$ cat config.mk
export PLATFORM = sky130hd
export DESIGN_NAME = spec_config_loader
export DESIGN_NICKNAME = d
export VERILOG_FILES = /design/src/rtl/spec_cfg_pkg.sv /design/src/rtl/spec_cfg_shadow_regs.sv /design/src/rtl/spec_config_loader.sv
export SDC_FILE = /design/constraint.sdc
export NUM_CORES = 2
export LEC_CHECK = 0
export ABC_AREA = 1
export CAP_MARGIN = 20
export CORE_ASPECT_RATIO = 0.6
export CORE_MARGIN = 5
export CORE_UTILIZATION = 50
export DETAILED_ROUTE_END_ITERATION = 10
export PLACE_DENSITY = 0.8
export SYNTH_ARGS = -nofsm -noshare
export SYNTH_HDL_FRONTEND = slang
export SYNTH_SLANG_ARGS = --single-unit
$ cat constraint.sdc
create_clock -name clk -period 90.7 [get_ports clk]
set_input_delay 9.07 -clock clk [delete_from_list [all_inputs] [get_ports clk]]
set_output_delay 9.07 -clock clk [all_outputs]
set_load 0.02 [all_outputs]
$ cat src/rtl/spec_cfg_pkg.sv
// Shared constants for the config loader: FSM encodings, default bus width and
// helpers that size the word array and the valid bits of the top word.
package spec_cfg_pkg;

  localparam int DEFAULT_WORD_WIDTH = 32;

  localparam logic [1:0] ST_EMPTY   = 2'd0;
  localparam logic [1:0] ST_LOADING = 2'd1;
  localparam logic [1:0] ST_ACTIVE  = 2'd2;

  function automatic int calc_num_words(input int mem_bits, input int word_bits);
    return (mem_bits + word_bits - 1) / word_bits;
  endfunction

  // Number of meaningful bits in the highest word; the rest are discarded on write.
  function automatic int calc_last_bits(input int mem_bits, input int word_bits);
    return mem_bits - (calc_num_words(mem_bits, word_bits) - 1) * word_bits;
  endfunction

endpackage

$ cat src/rtl/spec_cfg_shadow_regs.sv
// Word-addressed shadow image plus written-bitmap, with a one-cycle read port.
// Clear wipes words and bitmap but a concurrent read still answers (with zero).
module spec_cfg_shadow_regs
  import spec_cfg_pkg::*;
#(
  parameter int CONFIG_MEMORY_SIZE = 512,
  parameter int WORD_WIDTH         = DEFAULT_WORD_WIDTH,
  parameter int NUM_WORDS          = calc_num_words(CONFIG_MEMORY_SIZE, WORD_WIDTH),
  parameter int AW                 = (NUM_WORDS > 1) ? $clog2(NUM_WORDS) : 1
) (
  input  logic                          clk,
  input  logic                          rst,
  input  logic                          clear,
  input  logic                          wr_en,
  input  logic                          rd_en,
  input  logic                          in_range,
  input  logic [AW-1:0]                 idx,
  input  logic [WORD_WIDTH-1:0]         wr_data,
  output logic [WORD_WIDTH-1:0]         rd_data,
  output logic                          rd_valid,
  output logic [CONFIG_MEMORY_SIZE-1:0] image,
  output logic                          bitmap_full
);

  localparam int LAST_BITS = calc_last_bits(CONFIG_MEMORY_SIZE, WORD_WIDTH);
  localparam logic [AW-1:0] LAST_IDX = AW'(NUM_WORDS - 1);
  localparam logic [WORD_WIDTH-1:0] LAST_MASK = {WORD_WIDTH{1'b1}} >> (WORD_WIDTH - LAST_BITS);

  logic [WORD_WIDTH-1:0] words [NUM_WORDS];
  logic [NUM_WORDS-1:0]  bitmap;
  logic [WORD_WIDTH-1:0] wr_mask;

  assign wr_mask     = (idx == LAST_IDX) ? LAST_MASK : {WORD_WIDTH{1'b1}};
  assign bitmap_full = &bitmap;

  always_ff @(posedge clk or posedge rst) begin
    if (rst) begin
      for (int i = 0; i < NUM_WORDS; i++) words[i] <= '0;
      bitmap   <= '0;
      rd_valid <= 1'b0;
      rd_data  <= '0;
    end else begin
      rd_valid <= rd_en;
      // Read samples the pre-write word, so a same-cycle write is not visible.
      if (rd_en) rd_data <= (clear || !in_range) ? '0 : words[idx];
      if (clear) begin
        for (int i = 0; i < NUM_WORDS; i++) words[i] <= '0;
        bitmap <= '0;
      end else if (wr_en && in_range) begin
        words[idx]  <= wr_data & wr_mask;
        bitmap[idx] <= 1'b1;
      end
    end
  end

  for (genvar w = 0; w < NUM_WORDS - 1; w++) begin : g_img
    assign image[w*WORD_WIDTH +: WORD_WIDTH] = words[w];
  end
  assign image[CONFIG_MEMORY_SIZE-1:(NUM_WORDS-1)*WORD_WIDTH] = words[NUM_WORDS-1][LAST_BITS-1:0];

endmodule

$ cat src/rtl/spec_config_loader.sv
// Config front-end for lakespec: assembles a shadow image from word writes and
// copies it atomically to config_memory on a commit with every word written.
module spec_config_loader
  import spec_cfg_pkg::*;
#(
  parameter int CONFIG_MEMORY_SIZE = 512,
  parameter int WORD_WIDTH         = DEFAULT_WORD_WIDTH
) (
  input  logic                          clk,
  input  logic                          rst,
  input  logic [31:0]                   config_addr,
  input  logic [WORD_WIDTH-1:0]         config_data,
  input  logic                          config_write,
  input  logic                          config_read,
  input  logic                          config_commit,
  input  logic                          config_clear,
  output logic [WORD_WIDTH-1:0]         config_rd_data,
  output logic                          config_rd_valid,
  output logic [CONFIG_MEMORY_SIZE-1:0] config_memory,
  output logic                          config_valid,
  output logic                          load_done,
  output logic                          commit_error,
  output logic                          addr_error
);

  localparam int NUM_WORDS = calc_num_words(CONFIG_MEMORY_SIZE, WORD_WIDTH);
  localparam int AW        = (NUM_WORDS > 1) ? $clog2(NUM_WORDS) : 1;

  logic [1:0]                    state;
  logic                          in_range;
  logic                          bitmap_full;
  logic                          commit_ok;
  logic [CONFIG_MEMORY_SIZE-1:0] shadow_image;

  assign in_range  = config_addr < 32'(NUM_WORDS);
  // Both the copy and the completeness check use pre-write shadow contents.
  assign commit_ok = config_commit && bitmap_full;

  spec_cfg_shadow_regs #(
    .CONFIG_MEMORY_SIZE(CONFIG_MEMORY_SIZE),
    .WORD_WIDTH        (WORD_WIDTH)
  ) u_shadow (
    .clk        (clk),
    .rst        (rst),
    .clear      (config_clear),
    .wr_en      (config_write),
    .rd_en      (config_read),
    .in_range   (in_range),
    .idx        (config_addr[AW-1:0]),
    .wr_data    (config_data),
    .rd_data    (config_rd_data),
    .rd_valid   (config_rd_valid),
    .image      (shadow_image),
    .bitmap_full(bitmap_full)
  );

  always_ff @(posedge clk or posedge rst) begin
    if (rst) begin
      state         <= ST_EMPTY;
      config_memory <= '0;
      config_valid  <= 1'b0;
      load_done     <= 1'b0;
      commit_error  <= 1'b0;
      addr_error    <= 1'b0;
    end else if (config_clear) begin
      state         <= ST_EMPTY;
      config_memory <= '0;
      config_valid  <= 1'b0;
      load_done     <= 1'b0;
      commit_error  <= 1'b0;
      addr_error    <= 1'b0;
    end else begin
      load_done <= commit_ok;
      if (commit_ok) begin
        config_memory <= shadow_image;
        config_valid  <= 1'b1;
      end
      if (config_commit && !bitmap_full) commit_error <= 1'b1;
      if ((config_write || config_read) && !in_range) addr_error <= 1'b1;
      // A landing write leaves shadow ahead of active, even if a commit also fired.
      if (config_write && in_range)  state <= ST_LOADING;
      else if (commit_ok)            state <= ST_ACTIVE;
    end
  end

endmodule

==> implementation parameters <==
Parameter                              Value

Min path
  Path class of the lowest-slack min-delay path ... flip-flop to flip-flop

Clock tree
  Clock tree from TritonCTS ... yes
  Clock insertion delay at the later pin of the skew report ... 0.72 ns
  Level count of the clock H-tree ... 3
  Post-CTS Repair Setup Buffers ... 0
  Clock slew at reported path FFs ... 0.07 ns
  CTS buffer count ... 100
  Cell at the root of the clock tree ... clkbuf_16
  Number of cells upsized or downsized after cts ... 0
  Buffer depth of the longest clock path ... 3
  Total number of clock tree sinks ... about 1100
  Total of hold buffers inserted after clock tree synthesis ... 0

Floorplan
  Placement Rows ... 89
  Overall die height ... ~250 um
  Effective utilization at floorplan ... 0.5050
  Core area ... 98550 um^2
  Horizontal die dimension ... 417.3 um
  Die Outline Area ... 106100 um^2
  Number of top-level design ports ... 619

Cells and area
  Nets ... approximately 6600
  Area of the multi-input gates ... 20100 um^2
  Fraction of layout cells with a size suffix above 1 ... 0.04670
  FF/Latch Area ... 26950 um^2
  Post-synthesis to final-layout area growth ... 19.97%
  Fillers ... 8535
  Layout Utilization ... 0.6058
  Count of non-filler cells in the finished layout ... between 7000 and 8000

Power
  Power Total ... between 0.001 and 0.0015 W
  Peak supply drop ... 0.01408 mV
  Power density cells ... 17.06 nW/um^2
  P_leak ... 31.91 nW

STA
  Final hold violation count ... 0
  Pins over their slew limit ... 0
  Largest clock skew in the final design ... 0.03691 ns
  Unrepaired setup endpoints after global routing ... false
  Final critical path time including I/O delays and setup ... about 13 ns
  Slew at the pin with the worst max-slew slack ... 1.284 ns
  Final sum of negative setup slack ... 0 ns
  Max-slew headroom at the worst pin ... 0.1410
  Highest attainable clock frequency ... about 76 MHz
  Setup Viol. Count Final ... 0
  Fin crit share ... 0.1442

Worst setup path
  Arrival time at the worst endpoint ... 13.71 ns
  Required time worst endpoint ... just over 90 ns
  Startpoint kind of the worst setup timing path ... primary input
  Largest fanout of any net on the critical path ... 204
  Kind of end point of the critical path ... flip-flop
  Critical path class ... primary input to flip-flop

Yosys
  Share of async-settable or async-resettable flops after synthesis ... 1.000
  Unique masters post-synth ... 23
  Largest area contributor in the netlist ... dfrtp_1
  Top cells by area, synth ... dfrtp_1 (54%), nand2_1 (15%), nand3_1 (11%), nand4_1 (7.0%), nor2_1 (6.3%)
  Gate count of the mapped netlist ... approximately 6300
  Syn Nets ... approximately 6400
  Synth Flop Type ... dfrtp_1
  Post-synthesis sequential area ratio ... 0.5416
  Leading post-synthesis cells by instance count ... nand2_1 (1943), dfrtp_1 (1077), nand3_1 (1063)
  Average cell area after synthesis ... 7.914 um^2
  Most common cell in the synthesized netlist ... nand2_1
  Number of warnings issued by yosys ... 0
  Number of synthesized flops with an enable pin ... 0
  Combined area of all synthesized cells ... ~50000 um^2
  Post-synthesis register bit count ... 1077
  Area share of the largest cell type after synthesis ... 0.5416

Place
  Placed insts ... 7741
  Routability cong. ... a little over 1
  Total of buffers placed on input and output ports ... between 600 and 700
  DP HPWL ... 139.7 mm

Route
  Detailed Route WL ... 208.1 mm
  ANT nets after route ... 0
  Post-route DRC ... 0
  Number of iterations in the first detailed-routing pass ... 7
  Detail-routed net length per standard cell ... 26.21 um
  Starting DRC count in detailed routing ... 8415
  Average vias per placed instance ... 6.194
  Total via count after detailed routing ... between 40000 and 50000

GRT
  Maximum number of pins on one net before global-route repair ... roughly 250
  Vias in the first global route ... ~46000
  Global-route wire length before repair ... 304.1 mm
  All-Layer GR Usage ... 0.3821
  Congestion Overflow GR ... 0
  Antenna violations before repair ... 14

Flow run
  Max-cap violations ... 0

Run status
  Run status ... completed
==> worst paths after layout <==
kind | start | to | slack (ns) | cells after the start
min | u_shadow.rd_data[17] | u_shadow.rd_data[17] | 0.48 | 2
max reg2reg | u_shadow.bitmap[12] | config_memory[445] | 86.75 | 8
max in group asynchronous | rst | u_shadow.image[1] | 77.84 | 6
min reg2reg | u_shadow.rd_data[17] | u_shadow.rd_data[17] | 0.48 | 2
min in group asynchronous | rst | config_memory[489] | 8.93 | 2
max | config_clear | config_memory[395] | 77.62 | 8
==> layout make-up <==
type,instances,area share
Clock buffer,157,0.05126
Tap cell,1319,0.02764
Clock inverter,27,0.006183
Sequential cell,1077,0.4514
Multi-Input combinational cell,4541,0.3366
Timing Repair Buffer,723,0.1206
Antenna cell,5,0.0002096
Inverter,91,0.006015
==> cells by family (layout without fill, tap and decap cells) <==
logic type,after synthesis,after routing,share of synthesized area
and+or+nand+nor,4514,4514,0.3997
DFF,1077,1077,0.5416
buffers and inverters,670,998,0.05584
AOI/OAI and AO/OA,27,27,0.002866
other,0,5,0
==> worst max-delay path: stages <==
cell and delay, ns:
buf_4 0.29, inv_8 0.52, buf_12 0.73, buf_4 0.93, buf_4 0.82, buf_4 0.72
nand4_1 0.22, nand2_1 0.14
==> sequential cells by signal, indices dropped and copies added (netlist names) <==
register and cells:
config_memory 512, u_shadow.image 512, u_shadow.rd_data 32, u_shadow.bitmap 16, addr_error 1, commit_error 1, config_valid 1, load_done 1
u_shadow.rd_valid 1
==> where the power goes <==
part,internal (W),switching (W)
registers,0.000482,0.00000294
logic,0.0000151,0.0000690
clock network,0.000254,0.000194
==> layout by cell type (no fill, tap or decap) <==
| cell | instances |
|---|---|
| buf_12 | 4 |
| nand2_1 | 1940 |
| nand3_2 | 9 |
| nand2_4 | 4 |
| clkbuf_1 | 26 |
| buf_6 | 1 |
| nor2_1 | 832 |
| dfrtp_1 | 1077 |
| a21oi_1 | 17 |
| clkinv_2 | 14 |
| nand4_1 | 553 |
| o2111ai_1 | 2 |
| or2_1 | 1 |
| clkbuf_8 | 28 |
| clkinv_8 | 2 |
| buf_8 | 3 |
| inv_4 | 1 |
| o21ai_0 | 8 |
| inv_6 | 3 |
| bufinv_16 | 8 |
| diode_2 | 5 |
| buf_2 | 1 |
| nand3_1 | 1063 |
| nand2_8 | 1 |
| nor2_2 | 6 |
| buf_16 | 8 |
| nor2_4 | 4 |
| nand2_2 | 1 |
| buf_4 | 91 |
| nor3_1 | 97 |
| inv_1 | 75 |
| inv_8 | 2 |
| nor3_2 | 1 |
| nand3b_1 | 1 |
| inv_2 | 13 |
| clkdlybuf4s50_1 | 615 |
| clkbuf_16 | 103 |
| nand3_4 | 1 |
==> routing by layer <==
layer,GRT usage,share of wire,vias up
met1,0.5174,0.38,23900
met4,0.1866,0.059,14
met5,0,0.00046,-
met2,0.5326,0.41,3366
met3,0.1590,0.15,642
li1,-,-,21260
==> metrics by stage <==
| step | hold WS, ns | instance area, um^2 | setup WS [ns] |
|---|---|---|---|
| finish | 0.4832 | 59700 | 77.62 |
| detailed placement | 0.4660 | 56030 | 76.95 |
| global route | 0.5103 | 59700 | 77.16 |
| CTS | 0.4834 | 59460 | 77.69 |
| global placement | 0.4675 | 55980 | 76.98 |
| floorplan | 0.4642 | 49760 | 51.31 |
Note: power is estimated with default switching activity, not from simulation.
